===== src/rtl/mem_bus_sched_pkg.sv =====
// Shared types and constants for the memory bus scheduler.
package mem_bus_sched_pkg;
    localparam int ADDR_WID   = 32;
    localparam int DATA_WID   = 32;
    localparam int IF_LEN_DEF = 4;

    // Upper address bits that select the UART window.
    localparam logic [1:0] IO_ADDR_HI = 2'b11;

    typedef enum logic [1:0] {S_IDLE, S_RD, S_WR, S_DONE} state_e;
    typedef enum logic {SRC_IF, SRC_LSB} src_e;
endpackage


===== src/rtl/mem_bus_sched_if.sv =====
// Requester and memory-pin bundle seen by mem_bus_sched.
interface mem_bus_sched_if
    import mem_bus_sched_pkg::*;
#(
    parameter int ADDR_W = ADDR_WID,
    parameter int DATA_W = DATA_WID
) ();
    logic [7:0]        mem_din;
    logic [7:0]        mem_dout;
    logic [ADDR_W-1:0] mem_a;
    logic              mem_wr;
    logic              io_buffer_full;

    logic              if_en;
    logic [ADDR_W-1:0] if_pc;
    logic              if_done;
    logic [DATA_W-1:0] if_data;

    logic              lsb_en;
    logic              lsb_rw;
    logic [ADDR_W-1:0] lsb_addr;
    logic [2:0]        lsb_len;
    logic [DATA_W-1:0] lsb_w_data;
    logic              lsb_done;
    logic [DATA_W-1:0] lsb_r_data;

    // Scheduler side: serves fetch/LSB requests and drives the memory pins.
    modport slave (
        input  mem_din, io_buffer_full,
        input  if_en, if_pc, lsb_en, lsb_rw, lsb_addr, lsb_len, lsb_w_data,
        output mem_dout, mem_a, mem_wr,
        output if_done, if_data, lsb_done, lsb_r_data
    );

    modport master (
        output mem_din, io_buffer_full,
        output if_en, if_pc, lsb_en, lsb_rw, lsb_addr, lsb_len, lsb_w_data,
        input  mem_dout, mem_a, mem_wr,
        input  if_done, if_data, lsb_done, lsb_r_data
    );
endinterface


===== src/rtl/mem_byte_pack.sv =====
// Byte-lane helper: picks the outgoing write byte and merges/zero-extends read bytes.
module mem_byte_pack #(
    parameter int DATA_W = 32
) (
    input  logic [DATA_W-1:0] wdata,
    input  logic [1:0]        wsel,
    output logic [7:0]        wbyte,
    input  logic [DATA_W-1:0] rbuf,
    input  logic [1:0]        rsel,
    input  logic [1:0]        lenm1,
    input  logic [7:0]        din,
    output logic [DATA_W-1:0] rword
);
    localparam int NUM_LANES = DATA_W / 8;

    assign wbyte = 8'(wdata >> {wsel, 3'b000});

    // Lanes beyond the transfer length read as zero so loads come back zero-extended.
    for (genvar i = 0; i < NUM_LANES; i++) begin : g_lane
        assign rword[8*i +: 8] = (2'(i) > lenm1) ? 8'h00 :
                                 (rsel == 2'(i)) ? din : rbuf[8*i +: 8];
    end
endmodule


===== src/rtl/mem_bus_sched.sv =====
// Byte-wide memory port scheduler for IFetch and the LSB.
// Define MEM_SCHED_FAIR_EN for round-robin arbitration; default is fixed LSB > IF.
module mem_bus_sched
    import mem_bus_sched_pkg::*;
#(
    parameter int ADDR_W = ADDR_WID,
    parameter int DATA_W = DATA_WID,
    parameter int IF_LEN = IF_LEN_DEF
) (
    input  logic            clk,
    input  logic            rst,
    input  logic            rdy,
    input  logic            rollback,
    mem_bus_sched_if.slave  bus
);
    state_e            state;
    src_e              src;
    logic [ADDR_W-1:0] addr;
    logic [DATA_W-1:0] wdata;
    logic [DATA_W-1:0] rbuf;
    logic [DATA_W-1:0] rword;
    logic [1:0]        k;
    logic [1:0]        lenm1;
    logic [1:0]        wsel;
    logic [7:0]        wbyte;
    logic [2:0]        nxt_rd;
    logic              cap_vld;
    logic              stall;
    logic              gnt_if;
    logic              gnt_lsb;
`ifdef MEM_SCHED_FAIR_EN
    src_e              rr_ptr;
`endif

    always_comb begin
        gnt_if  = 1'b0;
        gnt_lsb = 1'b0;
        if (state == S_IDLE && !rollback) begin
`ifdef MEM_SCHED_FAIR_EN
            if (bus.if_en && bus.lsb_en) begin
                gnt_lsb = (rr_ptr == SRC_LSB);
                gnt_if  = (rr_ptr == SRC_IF);
            end else begin
                gnt_lsb = bus.lsb_en;
                gnt_if  = bus.if_en;
            end
`else
            gnt_lsb = bus.lsb_en;
            gnt_if  = bus.if_en && !bus.lsb_en;
`endif
        end
    end

    // k is the byte being captured; the address runs one byte ahead once data flows.
    assign nxt_rd = cap_vld ? ({1'b0, k} + 3'd2) : 3'd1;
    assign wsel   = k + 2'd1;
    assign stall  = (addr[17:16] == IO_ADDR_HI) && bus.io_buffer_full;
    assign bus.mem_wr = (state == S_WR) && rdy && !stall;

    mem_byte_pack #(.DATA_W(DATA_W)) u_pack (
        .wdata (wdata),
        .wsel  (wsel),
        .wbyte (wbyte),
        .rbuf  (rbuf),
        .rsel  (k),
        .lenm1 (lenm1),
        .din   (bus.mem_din),
        .rword (rword)
    );

    always_ff @(posedge clk) begin
        if (!rst) begin
            state          <= S_IDLE;
            src            <= SRC_IF;
            addr           <= '0;
            wdata          <= '0;
            rbuf           <= '0;
            k              <= '0;
            lenm1          <= '0;
            cap_vld        <= 1'b0;
            bus.mem_a      <= '0;
            bus.mem_dout   <= '0;
            bus.if_done    <= 1'b0;
            bus.lsb_done   <= 1'b0;
            bus.if_data    <= '0;
            bus.lsb_r_data <= '0;
`ifdef MEM_SCHED_FAIR_EN
            rr_ptr         <= SRC_IF;
`endif
        end else if (rdy) begin
            bus.if_done  <= 1'b0;
            bus.lsb_done <= 1'b0;
            case (state)
                S_IDLE: if (gnt_if || gnt_lsb) begin
                    k         <= '0;
                    cap_vld   <= 1'b0;
                    src       <= gnt_lsb ? SRC_LSB : SRC_IF;
                    addr      <= gnt_lsb ? bus.lsb_addr : bus.if_pc;
                    bus.mem_a <= gnt_lsb ? bus.lsb_addr : bus.if_pc;
                    lenm1     <= gnt_lsb ? 2'(bus.lsb_len - 3'd1) : 2'(IF_LEN - 1);
                    wdata     <= bus.lsb_w_data;
                    if (gnt_lsb && bus.lsb_rw) begin
                        bus.mem_dout <= bus.lsb_w_data[7:0];
                        state        <= S_WR;
                    end else begin
                        state        <= S_RD;
                    end
`ifdef MEM_SCHED_FAIR_EN
                    rr_ptr    <= gnt_lsb ? SRC_IF : SRC_LSB;
`endif
                end
                S_RD: if (rollback) begin
                    state   <= S_IDLE;
                    k       <= '0;
                    cap_vld <= 1'b0;
                end else begin
                    cap_vld <= 1'b1;
                    if (nxt_rd <= {1'b0, lenm1})
                        bus.mem_a <= addr + ADDR_W'(nxt_rd);
                    if (cap_vld) begin
                        rbuf <= rword;
                        if (k == lenm1) begin
                            state <= S_DONE;
                            if (src == SRC_IF) begin
                                bus.if_done <= 1'b1;
                                bus.if_data <= rword;
                            end else begin
                                bus.lsb_done   <= 1'b1;
                                bus.lsb_r_data <= rword;
                            end
                        end else begin
                            k <= k + 2'd1;
                        end
                    end
                end
                // Stores are committed, so rollback never interrupts them.
                S_WR: if (!stall) begin
                    if (k == lenm1) begin
                        state        <= S_DONE;
                        bus.lsb_done <= 1'b1;
                    end else begin
                        k            <= k + 2'd1;
                        bus.mem_a    <= addr + ADDR_W'({1'b0, k} + 3'd1);
                        bus.mem_dout <= wbyte;
                    end
                end
                S_DONE:  state <= S_IDLE;
                default: state <= S_IDLE;
            endcase
        end
    end
endmodule

===== src/flat_wrapper.sv =====
// flat-port wrapper written by rule: the top's interface ports become plain ports
module mem_bus_sched_flat import mem_bus_sched_pkg::*;
#(
    parameter int ADDR_W = ADDR_WID,
    parameter int DATA_W = DATA_WID,
    parameter int IF_LEN = IF_LEN_DEF
)
  (clk, rst, rdy, rollback, bus_mem_din, bus_io_buffer_full, bus_if_en, bus_if_pc, bus_lsb_en, bus_lsb_rw, bus_lsb_addr, bus_lsb_len, bus_lsb_w_data, bus_mem_dout, bus_mem_a, bus_mem_wr, bus_if_done, bus_if_data, bus_lsb_done, bus_lsb_r_data);
  mem_bus_sched_if #(.ADDR_W(ADDR_W), .DATA_W(DATA_W)) bus_i ();
  input  logic clk;
  input  logic rst;
  input  logic rdy;
  input  logic rollback;
  input wire logic [$bits(bus_i.mem_din)-1:0] bus_mem_din;
  input wire logic [$bits(bus_i.io_buffer_full)-1:0] bus_io_buffer_full;
  input wire logic [$bits(bus_i.if_en)-1:0] bus_if_en;
  input wire logic [$bits(bus_i.if_pc)-1:0] bus_if_pc;
  input wire logic [$bits(bus_i.lsb_en)-1:0] bus_lsb_en;
  input wire logic [$bits(bus_i.lsb_rw)-1:0] bus_lsb_rw;
  input wire logic [$bits(bus_i.lsb_addr)-1:0] bus_lsb_addr;
  input wire logic [$bits(bus_i.lsb_len)-1:0] bus_lsb_len;
  input wire logic [$bits(bus_i.lsb_w_data)-1:0] bus_lsb_w_data;
  output wire logic [$bits(bus_i.mem_dout)-1:0] bus_mem_dout;
  output wire logic [$bits(bus_i.mem_a)-1:0] bus_mem_a;
  output wire logic [$bits(bus_i.mem_wr)-1:0] bus_mem_wr;
  output wire logic [$bits(bus_i.if_done)-1:0] bus_if_done;
  output wire logic [$bits(bus_i.if_data)-1:0] bus_if_data;
  output wire logic [$bits(bus_i.lsb_done)-1:0] bus_lsb_done;
  output wire logic [$bits(bus_i.lsb_r_data)-1:0] bus_lsb_r_data;
  assign bus_i.mem_din = bus_mem_din;
  assign bus_i.io_buffer_full = bus_io_buffer_full;
  assign bus_i.if_en = bus_if_en;
  assign bus_i.if_pc = bus_if_pc;
  assign bus_i.lsb_en = bus_lsb_en;
  assign bus_i.lsb_rw = bus_lsb_rw;
  assign bus_i.lsb_addr = bus_lsb_addr;
  assign bus_i.lsb_len = bus_lsb_len;
  assign bus_i.lsb_w_data = bus_lsb_w_data;
  assign bus_mem_dout = bus_i.mem_dout;
  assign bus_mem_a = bus_i.mem_a;
  assign bus_mem_wr = bus_i.mem_wr;
  assign bus_if_done = bus_i.if_done;
  assign bus_if_data = bus_i.if_data;
  assign bus_lsb_done = bus_i.lsb_done;
  assign bus_lsb_r_data = bus_i.lsb_r_data;
  mem_bus_sched #(.ADDR_W(ADDR_W), .DATA_W(DATA_W), .IF_LEN(IF_LEN)) u_core (.clk(clk), .rst(rst), .rdy(rdy), .rollback(rollback), .bus(bus_i));
endmodule

===== config.mk =====
export PLATFORM = sky130hd
export DESIGN_NAME = mem_bus_sched_flat
export DESIGN_NICKNAME = d
export VERILOG_FILES = /design/src/rtl/mem_bus_sched_pkg.sv /design/src/rtl/mem_bus_sched_if.sv /design/src/rtl/mem_byte_pack.sv /design/src/rtl/mem_bus_sched.sv /design/src/flat_wrapper.sv
export SDC_FILE = /design/constraint.sdc
export NUM_CORES = 1
export LEC_CHECK = 0
export CORE_MARGIN = 2
export CORE_UTILIZATION = 35
export DETAILED_ROUTE_END_ITERATION = 8
export DONT_BUFFER_PORTS = 1
export GPL_ROUTABILITY_DRIVEN = 0
export PLACE_DENSITY = 0.57
export SKIP_LAST_GASP = 1
export SYNTH_ARGS = -nofsm -noshare
export SYNTH_HDL_FRONTEND = slang
export SYNTH_SLANG_ARGS = --single-unit

===== constraint.sdc =====
create_clock -name clk -period 5.7 [get_ports clk]
set_input_delay 0.57 -clock clk [delete_from_list [all_inputs] [get_ports clk]]
set_output_delay 0.57 -clock clk [all_outputs]
set_load 0.05 [all_outputs]

==> out/metrics.csv <==
metric,value,unit
fin_skew,16.11,ps
ctsHoldBuffers,0,
cts-resized-gates,0,
grt-ovfl-total,0,
cts_inserted_buffers,25,
multi_input_area,4885,um2
ff2ff_path_depth,12,
postSynthAreaPerCell,8.178,um2
dp.cells,1430,
start_util,35.36,%
synth_edf_count,0,
grt_max_degree,81,
grt_util_all_layers,18.23,%
synthArstFlopShare,0,%
use_met1,24.32,%
holdPathEnd,u_core.lenm1[1],
worstHoldPathType,in2reg,
grt_pass1_wl,41.63,mm
tns,0,ps
portBuffers,0,
antenna-diode-count,0,
netlist_instances,1159,
drt_iter0_drc,538,
path_max_fanout,10,
powerDensity,348.7,nW/um2
worstSkewPairLatency,520,ps
gr-usage-met2,30.77,%
grt-busiest-layer,met2,
pwr-share-clk,43.9,%
post_cts_buffers,0,
switchingPower,0.001029,W
fmax,268.4,MHz
synth_seq_area_share,44.36,%
hold_start,rdy,
grt_pass1_vias,7381,
final_hold_viol_count,0,
syn_area,9478,um2
clk_root_buffer_cell,clkbuf_16,
worstSetupPathType,reg2reg,
coreArea,26800,um2
rsz0062_at_grt,false,
num_rows,60,
clock_path_buffers,3,
leakage,3.726,nW
final_cells,1472,
drive_gt1_share,7.692,%
cp-end-kind,flop,
internal_power,0.002629,W
fill_cells,2734,
layout_min_cycle_time,3726,ps
path_clk_slew,60,ps
htree_levels,1,
yosys_warnings,0,
via_per_inst,5.277,
ys.flop_type,dfxtp_1,
p_comb_share,10.2,%
die_y,168.6,um
cp-start-kind,flop,
layout.nets,1246,
synth-seq-cells,210,
area_growth,10.68,%
yosys.cell_types.count,53,
die_x,168.6,um
routed_wl,26.69,mm
dr_total_vias,7768,
wl_per_cell,18.13,um
seqCellArea,4204,um2
reg2reg_slack,1970,ps
status,"finished, final reports clean",
use_met3,3.227,%
timing.rr.start,u_core.k[1],
ios,222,
drv_cap,0,
required,6130,ps
fin_crit_sh,65.37,%
cts_tree,yes,
dp_hpwl,17.95,mm
whs_path_depth,1,
worst_pin_slew,1072,ps
fp.dieArea,28410,um2
drt_pass1_iterations,5,
finalSetupViolations,0,
cp.arrival,4160,ps
ant_nets,0,
ir_drop,184.6,uV
slew_headroom,28.52,%
clock_sinks,210,
antenna_found_initial,0,
slew_violations,0,
power_frac_seq,45.9,%
drc,0,
syn-num-nets,1289,
switching_share,28.14,%
r2r-end,u_core.bus.mem_a[30],
-- routing by layer --
| layer | vias to the layer above | part of all wire [%] | wire length (um) |
|---|---|---|---|
| li1 | 3901 | - | - |
| met1 | 3636 | 45 | 12120 |
| met2 | 192 | 47 | 12580 |
| met3 | 39 | 5.6 | 1482 |
| met4 | 0 | 1.9 | 501 |
| met5 | - | 0 | 0 |
-- through the flow --
stage                     total power, W  worst slack, ps  area, um2  utilization [%]  hold slack (ps)
after floorplan                 0.001986             2058       9478                -            433.1
after global placement          0.002079             1933       9672            36.09            438.4
after detailed placement        0.002086             1871       9672            36.09            443.6
after CTS                       0.003702             1882      10490            39.14            146.1
after global routing            0.003809             1538      10490            39.14            146.5
final                           0.003658             1974      10490            39.14            174.4
-- power groups by stage --
stage	Combinational [W]	Sequential, W	Clock (W)
final	0.000374	0.00168	0.00161
after global routing	0.000420	0.00169	0.00170
after CTS	0.000377	0.00168	0.00165
after detailed placement	0.000376	0.00171	0
after global placement	0.000370	0.00171	0
after floorplan	0.000296	0.00169	0
-- how the worst max path moves through the flow --
stage	from	to	slack, ps	depth (start not counted)
3_3_place_gp	u_core.k[1]	u_core.bus.mem_a[30]	1930	12
5_1_grt	u_core.k[1]	u_core.bus.mem_a[30]	1540	12
4_1_cts	u_core.k[1]	u_core.bus.mem_a[30]	1880	12
6_report	u_core.k[1]	u_core.bus.mem_a[30]	1970	12
2_1_floorplan	u_core.k[0]	u_core.bus.mem_a[30]	2060	15
3_5_place_dp	u_core.k[1]	u_core.bus.mem_a[30]	1870	12
-- cells in the final DEF (no fill, tap or decap), types with 5 or more instances in the layout --
cell type  synthesis  final
a211oi_1          46     46
a21oi_1          139    139
buf_4              1     12
clkbuf_16          0     25
clkinv_2           0      6
dfxtp_1          210    210
ha_1              14     14
inv_1             17     16
mux2_2            16     16
mux2i_1           54     54
mux4_2             8      8
nand2_1          148    147
nand3_1           26     26
nand4_1            7      7
nor2_1           232    231
nor2b_1            6      6
nor3_1            11     10
o211ai_1          19     19
o21a_1             5      5
o21ai_0           34     34
xnor2_1           21     21
xor2_1             9      9
-- sequential cells by signal, summed over array words and instances (netlist names) --
name                   flops
u_core.bus.mem_a          32
u_core.bus.lsb_done        1
u_core.addr               32
u_core.k                   2
u_core.lenm1               2
u_core.src                 1
u_core.bus.if_done         1
u_core.cap_vld             1
u_core.bus.if_data        32
u_core.rbuf               32
u_core.state               2
u_core.wdata              32
u_core.bus.mem_dout        8
u_core.bus.lsb_r_data     32
-- cell usage after synthesis, types with 2 or more instances --
| cell type | n | area [um2] |
|---|---|---|
| a211oi_1 | 46 | 345.3 |
| a21o_1 | 3 | 22.52 |
| a21oi_1 | 139 | 695.7 |
| a221oi_1 | 2 | 17.52 |
| a311oi_1 | 3 | 26.28 |
| a32o_1 | 4 | 40.04 |
| and2_1 | 3 | 18.77 |
| and3_1 | 4 | 25.02 |
| and4_1 | 3 | 26.28 |
| buf_1 | 4 | 15.01 |
| buf_2 | 11 | 55.05 |
| buf_6 | 2 | 22.52 |
| clkbuf_1 | 64 | 240.2 |
| dfxtp_1 | 210 | 4204 |
| ha_1 | 14 | 175.2 |
| inv_1 | 17 | 63.81 |
| mux2_2 | 16 | 180.2 |
| mux2i_1 | 54 | 540.5 |
| mux4_2 | 8 | 180.2 |
| nand2_1 | 148 | 555.5 |
| nand2b_1 | 3 | 18.77 |
| nand3_1 | 26 | 130.1 |
| nand3b_1 | 2 | 15.01 |
| nand4_1 | 7 | 43.79 |
| nor2_1 | 232 | 870.8 |
| nor2b_1 | 6 | 37.54 |
| nor3_1 | 11 | 55.05 |
| nor4_1 | 3 | 18.77 |
| o211ai_1 | 19 | 142.6 |
| o21a_1 | 5 | 37.54 |
| o21ai_0 | 34 | 170.2 |
| o21ai_1 | 2 | 10.01 |
| o221ai_1 | 2 | 17.52 |
| o31ai_1 | 3 | 22.52 |
| or3_1 | 3 | 18.77 |
| xnor2_1 | 21 | 183.9 |
| xor2_1 | 9 | 78.83 |
-- logic make-up after synthesis --
| family | Yosys count | share of synthesized area (%) |
|---|---|---|
| AND/OR/NAND/NOR | 457 | 19.96 |
| multiplexers | 78 | 9.505 |
| buffers and inverters | 99 | 4.264 |
| adder cells (fa/ha/maj) | 15 | 2.059 |
| flip-flops | 210 | 44.36 |
| XOR/XNOR | 30 | 2.772 |
| AO/OA/AOI/OAI | 270 | 17.08 |
-- worst max-delay path, cell delays in order (launching register included) --
cell	delay, ps
dfxtp_1	510
inv_1	130
ha_1	720
nand2_1	110
o31ai_1	130
inv_1	110
fa_1	410
nor2b_1	280
o21ai_1	260
or3_1	500
nor2_1	150
xnor2_1	80
a311oi_1	240
-- area by class of cell --
| type | count | area share [%] |
|---|---|---|
| clock buffer | 30 | 6.429 |
| timing repair buffer | 12 | 0.8588 |
| tap | 341 | 4.067 |
| inverter | 17 | 0.6322 |
| sequential | 210 | 40.08 |
| multi-input combinational | 850 | 46.56 |
| clock inverter | 12 | 1.372 |
Note: power is estimated with default switching activity, not from simulation.
